**config.mk**
```make
export PLATFORM = sky130hd
export DESIGN_NAME = trap_seq
export DESIGN_NICKNAME = d
export VERILOG_FILES = /design/src/rtl/trap_seq.sv
export SDC_FILE = /design/constraint.sdc
export NUM_CORES = 1
export LEC_CHECK = 0
export BUFFER_PORTS_ARGS = -buffer_cell sky130_fd_sc_hd__clkbuf_2
export CORE_AREA = 4 4 119 121
export DETAILED_ROUTE_END_ITERATION = 8
export DIE_AREA = 0 0 123 125
export GPL_TIMING_DRIVEN = 0
export PLACE_DENSITY_LB_ADDON = 0.12
export SYNTH_ARGS = -nofsm -noshare
export SYNTH_HDL_FRONTEND = slang
export SYNTH_SLANG_ARGS = --single-unit
```
**constraint.sdc**
```tcl
create_clock -name clk -period 4.11 [get_ports clk]
set_input_delay 0.822 -clock clk [delete_from_list [all_inputs] [get_ports clk]]
set_output_delay 0.822 -clock clk [all_outputs]
set_load 0.1 [all_outputs]
```
**src/rtl/trap_seq.sv**
```systemverilog
// Trap/MRET/WFI sequencer: latches the event, flushes and drains the pipeline,
// then holds a redirect to fetch until accepted.
module trap_seq #(
    parameter int PC_WIDTH      = 32,
    parameter int DRAIN_TIMEOUT = 15
) (
    input  logic                clk,
    input  logic                rst,
    input  logic                trapped,
    input  logic                mret,
    input  logic                wfi,
    input  logic [PC_WIDTH-1:0] ecp,
    input  logic [3:0]          ecause,
    input  logic                interupt,
    input  logic [PC_WIDTH-1:0] mtvec,
    input  logic [PC_WIDTH-1:0] mepc,
    input  logic                pipe_empty,
    input  logic                redirect_ready,
    output logic                flush,
    output logic                commit_stall,
    output logic                csr_trap_we,
    output logic                csr_mret_we,
    output logic [PC_WIDTH-1:0] csr_epc,
    output logic [4:0]          csr_cause,
    output logic                redirect_valid,
    output logic [PC_WIDTH-1:0] redirect_pc,
    output logic                drain_timeout,
    output logic                busy
);

    typedef enum logic [2:0] {
        S_IDLE, S_WFI, S_FLUSH, S_DRAIN, S_REDIRECT
    } state_t;

    typedef enum logic {K_MRET, K_TRAP} kind_t;

    localparam logic [7:0] CNT_LAST = 8'(DRAIN_TIMEOUT - 1);

    state_t              r_state, w_nxt;
    kind_t               r_kind;
    logic [PC_WIDTH-1:0] r_epc, r_target;
    logic [4:0]          r_cause;
    logic [7:0]          r_cnt;
    logic                r_drain_to;

    logic                w_take_trap, w_take_mret, w_timeout;
    logic [PC_WIDTH-1:0] w_base, w_trap_tgt;

    // Vectored mode only offsets interrupts; exceptions always go to the base.
    assign w_base     = {mtvec[PC_WIDTH-1:2], 2'b00};
    assign w_trap_tgt = (mtvec[1:0] == 2'b01 && interupt)
                      ? w_base + PC_WIDTH'({ecause, 2'b00}) : w_base;

    always_comb begin
        w_nxt       = r_state;
        w_take_trap = 1'b0;
        w_take_mret = 1'b0;
        w_timeout   = 1'b0;
        case (r_state)
            S_IDLE: begin
                if (trapped) begin
                    w_take_trap = 1'b1;
                    w_nxt       = S_FLUSH;
                end else if (mret) begin
                    w_take_mret = 1'b1;
                    w_nxt       = S_FLUSH;
                end else if (wfi) begin
                    w_nxt = S_WFI;
                end
            end
            S_WFI: begin
                if (trapped) begin
                    w_take_trap = 1'b1;
                    w_nxt       = S_FLUSH;
                end
            end
            S_FLUSH: w_nxt = S_DRAIN;
            S_DRAIN: begin
                if (pipe_empty) begin
                    w_nxt = S_REDIRECT;
                end else if (r_cnt == CNT_LAST) begin
                    w_timeout = 1'b1;
                    w_nxt     = S_REDIRECT;
                end
            end
            S_REDIRECT: if (redirect_ready) w_nxt = S_IDLE;
            default: w_nxt = S_IDLE;
        endcase
    end

    always_ff @(posedge clk) begin
        if (rst) begin
            r_state    <= S_IDLE;
            r_kind     <= K_MRET;
            r_epc      <= '0;
            r_cause    <= '0;
            r_target   <= '0;
            r_cnt      <= '0;
            r_drain_to <= 1'b0;
        end else begin
            r_state    <= w_nxt;
            r_drain_to <= w_timeout;
            if (w_take_trap) begin
                r_kind   <= K_TRAP;
                r_cause  <= {interupt, ecause};
                r_target <= w_trap_tgt;
                // A WFI wake keeps the EPC captured when WFI committed.
                if (r_state == S_IDLE) r_epc <= ecp;
            end
            if (w_take_mret) begin
                r_kind   <= K_MRET;
                r_target <= mepc;
            end
            if (r_state == S_IDLE && !trapped && !mret && wfi) r_epc <= ecp;
            if (r_state == S_FLUSH) r_cnt <= '0;
            else if (r_state == S_DRAIN && !pipe_empty) r_cnt <= r_cnt + 8'd1;
        end
    end

    assign busy           = (r_state != S_IDLE);
    assign commit_stall   = busy;
    assign flush          = (r_state == S_FLUSH) || (r_state == S_DRAIN);
    assign csr_trap_we    = (r_state == S_FLUSH) && (r_kind == K_TRAP);
    assign csr_mret_we    = (r_state == S_FLUSH) && (r_kind == K_MRET);
    assign redirect_valid = (r_state == S_REDIRECT);
    assign redirect_pc    = redirect_valid ? r_target : '0;
    assign csr_epc        = r_epc;
    assign csr_cause      = r_cause;
    assign drain_timeout  = r_drain_to;

endmodule

```
=== Yosys cells after proc, flatten, opt, wreduce, memory -nomap -nowiden ===
Index checks and enable logic that the tools add are counted.

* Input port bits: 108
* Register bits after elaboration: 82
* Word-level logic and storage cells: 64

* Multiplexer cells: 21
* Reduce and logical (&&, ||, !) cells: 22
* Equal/unequal tests: 10
* Add/sub/neg operators: 2
* Bitwise operators: 2

{| class="wikitable"
|+ Operator list
! cell !! count
|-
| 32-bit 2-to-1 mux || 7
|-
| 32-bit by 6-bit adder with 32-bit output || 1
|-
| 3-bit 2-to-1 mux || 7
|-
| 3-bit case mux with 5 select lines || 1
|-
| 8-bit by 1-bit adder with 8-bit output, second input constant || 1
|-
| 8-bit by 4-bit == test with 1-bit output, second input constant || 1
|-
| 1-bit logical AND || 7
|-
| 3-bit by 2-bit == test with 1-bit output, second input constant || 2
|-
| 1-bit 2-to-1 mux || 6
|-
| 2-bit nonzero test || 3
|-
| 2-bit OR reduction || 3
|-
| 2-bit != test, second input constant || 2
|-
| 4-bit != test, second input constant || 1
|-
| 4-bit AND reduction || 1
|-
| 3-bit by 1-bit == test with 1-bit output, second input constant || 1
|-
| 3-bit == test, second input constant || 1
|-
| 1-bit logical NOT || 3
|-
| 3-bit logical NOT || 1
|-
| 3-bit != test, second input constant || 1
|-
| 3-bit nonzero test || 1
|-
| 3-bit OR reduction || 1
|-
| 2-bit by 1-bit == test with 1-bit output, second input constant || 1
|-
| 1-bit NOT || 2
|-
| 2-bit AND reduction || 1
|-
| 1-bit logical OR || 1
|}

=== Longest topological paths before layout ===
Gate-level depths: netlist of the first run.

* Depth after elaboration: 6
* Gate-level depth with buffers: 8

=== Worst setup path before layout of the first run ===
OpenSTA, ideal clock, no wires.

* Kind: register -> output
* Start point: register r_state[0]
* End point: output redirect_pc[22]
* Stages on the path, launching flop included: 5
* Required time: 3.288 ns
* Arrival time: 2.737 ns
* Setup slack: 0.551 ns
* Cells stage by stage: dfxtp_1 > buf_2 > nor3b_1 > clkbuf_1 > and2_1

* Word-level cells in the longest chain between the ends: 2

{| class="wikitable"
|+ RTL lines
! what !! line !! RTL
|-
| from (decl) || 39 || <nowiki>state_t r_state, w_nxt;</nowiki>
|-
| from (signal assigned) || 101 || <nowiki>r_state <= w_nxt;</nowiki>
|-
| 3-bit == test || 125 || <nowiki>assign redirect_valid = (r_state == S_REDIRECT);</nowiki>
|-
| via redirect_valid || 25 || <nowiki>output logic redirect_valid,</nowiki>
|-
| 32-bit 2-to-1 mux || 126 || <nowiki>assign redirect_pc = redirect_valid ? r_target : '0;</nowiki>
|-
| to (decl) || 26 || <nowiki>output logic [PC_WIDTH-1:0] redirect_pc,</nowiki>
|}

The timed path passes the listed nets, and every way through them passes these cells.

=== Final worst setup path of the first run ===
* Start point: register r_state[0]
* End point: output redirect_pc[18]

* Word-level cells in the longest chain between the ends: 2

{| class="wikitable"
|+ RTL lines
! what !! line
|-
| 3-bit == test || 125
|-
| 32-bit 2-to-1 mux || 126
|}

No other way between the ends.

==> results.json, run 1 <==
{
  "status": "finished clean",
  "synth_ff_type": "dfxtp_1",
  "yosys_warnings": 0,
  "tightest_slew_ns": 0.8015,
  "holdBufCountCts": 0,
  "synth-edff-count": 0,
  "die_w_um": 123,
  "required_ns": 3.29,
  "num_vias": 4920,
  "synth.top_cell.area_share_pct": 36.67,
  "portBuffers": 181,
  "cts_tree": "yes",
  "synth.area.top_cells": "dfxtp_1 (37%), nand2_1 (8.6%), a21oi_1 (6.8%), and2_1 (4.8%), nor2_1 (4.4%)",
  "setup_tns_ns": 0,
  "antenna_found_initial": 0,
  "powerDensity_nw_per_um2": 527.7,
  "worstSkewPairLatency_ns": 0.35,
  "worst_clock_skew_ns": 0.01105,
  "min_path_type": "reg -> reg",
  "core_area_um2": 13090,
  "hold_slack_ns": 0.4517,
  "seq_area_frac_synth_pct": 36.67,
  "max_slew_margin_pct": 46.37,
  "ios": 184,
  "synth.distinct_cells": 70,
  "die_h_um": 125,
  "period_share_pct": 83.84,
  "synth_top_area_cell": "dfxtp_1",
  "cts_resized": 0,
  "crit_path_end_kind": "output port",
  "p_leak_uw": 0.002565,
  "nNetsFinal": 881,
  "final_area_um2": 5883,
  "cp_max_fo": 10,
  "worstReg2RegEnd": "r_target[8]",
  "r2r_cells": 8,
  "ys_seq_elements": 82,
  "ant_nets": 0,
  "grt_pass1_wl_mm": 24.32,
  "dp_hpwl_mm": 12.13,
  "start_util_pct": 34.21,
  "synth.most_common_cell": "nand2_1",
  "synth_async_sr_flop_share_pct": 0,
  "finalMaxSlewViolations": 0,
  "rrSetupSlack_ns": 2.03,
  "cts_root_buffer": "clkbuf_16",
  "start_kind": "flop",
  "synth_cells": 574,
  "rsz0062_at_grt": "false",
  "fp.dieArea_um2": 15380,
  "fill_cells": 1413,
  "path_class": "reg -> out",
  "grt_max_degree": 14,
  "cts_sinks": 82,
  "drc": 0,
  "cap_violations": 0,
  "synth_common_cells": "nand2_1 (103), dfxtp_1 (82), a21oi_1 (61), nor2_1 (52), and2_1 (34)",
  "hold_start": "r_target[4]",
  "wl_per_cell_um": 16.70,
  "synth_fp_nets": 689,
  "cts_buffer_depth": 2,
  "synthesis.area_um2": 4477,
  "min_period_ns": 3.446,
  "post_cts_buffers": 0,
  "hold_depth": 2,
  "hold_path_end": "r_target[4]",
  "first_global_vias": 4702,
  "syn_area_per_cell_um2": 7.799,
  "placed_cell_area_um2": 5603,
  "max_freq_mhz": 290.2,
  "multiInputGateArea_um2": 2635,
  "seqCellArea_um2": 1642,
  "setup_viol": 0,
  "via_per_inst": 5.201,
  "r2r_start": "r_state[2]",
  "gp_congestion": 0.8349,
  "cts_made_buffers": 9,
  "drive_gt1_share_pct": 29.61,
  "n_antenna_cell": 0,
  "grt_usage_pct": 20.23,
  "routed_wl_mm": 15.80,
  "syn_to_final_growth_pct": 31.41,
  "cts.reportedPaths.clkPinSlew_ns": 0.07,
  "grt-ovfl-total": 0,
  "hold_viol": 0,
  "htree_num_levels": 3,
  "rows": 42,
  "ir_drop_mv": 0.1946,
  "worst_ep_arrival_time_ns": 2.62,
  "drtIter0Drc": 283,
  "dr.pass1.iters": 7
}
[logic make-up (layout without fill, tap and decap cells)]
group | Yosys count | count (layout) | share of synthesized area [%]
simple gates | 270 | 270 | 31.13
compound gates | 145 | 145 | 20.60
flops | 82 | 82 | 36.67
buf+inv | 45 | 241 | 4.472
xor+xnor | 22 | 22 | 4.304
fa+ha+maj | 7 | 7 | 2.124
mux | 3 | 3 | 0.6987
[how the worst max path moves through the flow]
stage | end | from | slack, ns | cells after the start
after detailed placement | redirect_pc[18] | r_state[0] | 1.0 | 5
after floorplan | redirect_pc[22] | r_state[0] | 0.55 | 4
after global placement | redirect_pc[18] | r_state[0] | 1.03 | 5
after global routing | redirect_pc[18] | r_state[0] | 0.41 | 5
final | redirect_pc[18] | r_state[0] | 0.66 | 5
after CTS | redirect_pc[18] | r_state[0] | 0.63 | 5
[layer usage]
layer / vias to the layer above / GRT usage [%] / routed length, µm
met4: 0 / 7.296 / 359
met1: 2293 / 26.76 / 7010
li1: 2416 / - / -
met3: 25 / 4.246 / 1071
met2: 186 / 32.45 / 7355
met5: - / 0 / 0
[placed cells by master, fill, tap and decap left out, types with 3 or more instances in the layout]
cell type | Yosys | final
a211oi_1 | 7 | 7
a21oi_1 | 61 | 61
a2bb2oi_1 | 4 | 4
a31oi_1 | 3 | 3
and2_1 | 34 | 34
and3_1 | 6 | 6
and4_1 | 5 | 5
buf_2 | 10 | 10
clkbuf_1 | 22 | 23
clkbuf_16 | 0 | 9
clkbuf_2 | 0 | 181
dfxtp_1 | 82 | 82
ha_1 | 6 | 6
inv_1 | 7 | 7
nand2_1 | 103 | 103
nand3_1 | 12 | 12
nand4_1 | 10 | 10
nand4b_1 | 3 | 3
nor2_1 | 52 | 52
nor2b_1 | 3 | 3
nor3_1 | 14 | 14
o211ai_1 | 5 | 5
o21a_1 | 4 | 4
o21ai_0 | 22 | 22
o221ai_1 | 5 | 5
o22ai_1 | 7 | 7
or3_1 | 8 | 8
xnor2_1 | 13 | 13
xor2_1 | 9 | 9
[cell type report]
cell class                      count  area share, %
Buffer                             37          2.892
Clock buffer                       12          4.360
Clock inverter                      3         0.4041
Inverter                            8         0.5104
Multi-Input combinational cell    447          44.79
Sequential cell                    82          27.90
Tap cell                          176          3.743
Timing Repair Buffer              181          15.40
[critical path, cell delays in order, from the launching register on]
cell,delay (ns)
dfxtp_1,0.33
buf_2,0.18
nor3b_1,0.59
clkbuf_1,0.46
and2_1,0.24
clkbuf_2,0.47
[registers in the layout, summed over array words and instances (netlist names)]
name,flops
r_cnt,8
r_kind,1
r_state,3
csr_epc,32
r_target,32
drain_timeout,1
csr_cause,5
[power breakdown]
group	switching, µW	leakage [µW]	total [µW]	internal (µW)
Clock	337	0.000131	779	442
Sequential	63.0	0.000672	982	919
Combinational	1050	0.00176	1340	292
[metrics by stage]
step	util [%]	cells	setup slack (ns)	total power, µW
global placement	42.82	931	1.028	2322
CTS	44.96	946	0.6260	3114
global route	44.96	946	0.4082	3259
detailed placement	42.82	931	0.9972	2339
floorplan	-	574	0.5512	2023
finish	44.96	946	0.6640	3105
No activity file was read; power rests on OpenSTA's default activity.
==> inputs of run 2 (changes only) <==
==> constraint.sdc (replaced) <==
create_clock -name clk -period 3.3 [get_ports clk]
set_input_delay 0.66 -clock clk [delete_from_list [all_inputs] [get_ports clk]]
set_output_delay 0.66 -clock clk [all_outputs]
set_load 0.1 [all_outputs]
==> run 2 against run 1 <==
  * First-iteration DRC count up 20%
  * Core utilization up 0.32 points
  * Via count down 1.6%
  * Global-route usage down 0.48 points
  * Clock power up 37%
  * Non-clock buffer count unchanged
  * Cell count unchanged
  * Largest power group unchanged
  * Largest cell class unchanged
==> results.json, run 2 (synthesis gave the netlist of run 1 again) <==
{
  "die_w_um": 123,
  "cp_max_fo": 10,
  "drtIter0Drc": 341,
  "pwr-share-comb_pct": 42.0,
  "fp.dieArea_um2": 15380,
  "fin_cells": 946,
  "grt_pass1_wl_mm": 23.83,
  "worstSkewPairLatency_ns": 0.34,
  "path_class": "reg -> out",
  "r2r_start": "r_state[2]",
  "antenna_found_initial": 0,
  "gp_congestion": 0.8644,
  "core_area_um2": 13090,
  "cts_tree": "yes",
  "dp_hpwl_mm": 12.13,
  "num_vias": 4842,
  "first_global_vias": 4679,
  "cts.reportedPaths.clkPinSlew_ns": 0.06,
  "tightest_slew_ns": 0.7357,
  "rsz0062_at_grt": "false",
  "required_ns": 2.64,
  "via_per_inst": 5.118,
  "period_share_pct": 90.13,
  "drive_gt1_share_pct": 30.00,
  "ir_drop_mv": 0.2497,
  "start_kind": "flop",
  "hold_viol": 0,
  "grt_max_degree": 15,
  "worst_ep_arrival_time_ns": 2.31,
  "routed_wl_mm": 15.32,
  "syn_to_final_growth_pct": 32.34,
  "portBuffers": 181,
  "p_total_uw": 3958,
  "drc": 0,
  "r2r_cells": 8,
  "max_slew_margin_pct": 50.96,
  "die_h_um": 125,
  "cts_buffer_depth": 2,
  "dr.pass1.iters": 5,
  "max_freq_mhz": 336.2,
  "htree_num_levels": 3,
  "cp-startpoint": "r_state[0]",
  "cts_made_buffers": 9,
  "min_period_ns": 2.974,
  "n_antenna_cell": 0,
  "layout_common_cells": "clkbuf_2 (182), nand2_1 (103), dfxtp_1 (82)",
  "cts_root_buffer": "clkbuf_16",
  "rows": 42,
  "grt-ovfl-total": 0,
  "p_leak_uw": 0.002592,
  "min_path_type": "reg -> reg",
  "ios": 184,
  "swShare_pct": 45.15,
  "setup_tns_ns": 0,
  "worst_clock_skew_ns": 0.004997,
  "start_util_pct": 34.21,
  "final_common_cell": "clkbuf_2",
  "wl_per_cell_um": 16.20,
  "p_int_uw": 2171,
  "p_sw_uw": 1787,
  "cap_violations": 0,
  "fill_cells": 1342,
  "setup_viol": 0,
  "hold_depth": 2,
  "nNetsFinal": 881,
  "hold_start": "r_target[30]",
  "status": "finished clean",
  "grt_usage_pct": 19.75,
  "post-place-cells": 931,
  "pwr-share-seq_pct": 30.9,
  "powerDensity_nw_per_um2": 668.1,
  "finalMaxSlewViolations": 0,
  "post_cts_buffers": 0,
  "clockPowerShare_pct": 27.1,
  "ant_nets": 0,
  "crit_path_end_kind": "output port",
  "cts_sinks": 82
}
## run 2: timing repair
item / CTS / global route
setup endpoints to repair: 0 / 20
resized for setup: 0 / 1
hold buffers: 0 / 0
## run 2: path summary, 6_finish.rpt
kind | end | slack [ns]
setup / recovery | redirect_pc[20] | 0.33
hold / removal | r_target[30] | 0.45
setup reg to reg | r_target[8] | 1.28
hold reg to reg | r_target[30] | 0.45
## run 2: cell type report
type	instances	area, µm²	area share [%]
Multi-Input combinational cell	447	2640	44.56
Sequential cell	82	1642	27.71
Timing Repair Buffer	181	905.9	15.29
Clock buffer	9	225.2	3.801
Tap cell	176	220.2	3.717
Buffer	37	171.4	2.893
Clock inverter	6	90.09	1.521
Inverter	8	30.03	0.5069
## run 2: metal layers
layer / part of all wire (%) / track usage [%] / wire length, µm
met5: 0 / 0 / 0
met4: 2.6 / 8.534 / 404
met3: 5.2 / 2.846 / 804
met2: 47 / 31.55 / 7193
met1: 45 / 26.44 / 6921
## run 2: power by group through the flow
stage	clock [µW]	combinational, µW	sequential, µW
floorplan	0	772	1750
global placement	0	1650	1240
detailed placement	0	1660	1250
CTS	1100	1670	1220
global route	1140	1780	1240
finish	1070	1660	1220
## run 2: worst max-delay path, stage by stage (launching register included)
cell	delay (ns)
dfxtp_1	0.33
buf_2	0.18
nor3b_2	0.38
clkbuf_1	0.38
and2_1	0.24
clkbuf_2	0.47
## run 2: through the flow
stage	hold WS, ns	util, %	instance area (µm²)	setup WS, ns
5_1_grt	0.4632	45.28	5924	0.1524
6_report	0.4459	45.28	5924	0.3258
3_3_place_gp	0.4304	42.83	5604	0.4004
2_1_floorplan	0.4151	-	4478	0.3668
4_1_cts	0.4465	45.24	5919	0.06760
3_5_place_dp	0.4349	42.83	5604	0.4413
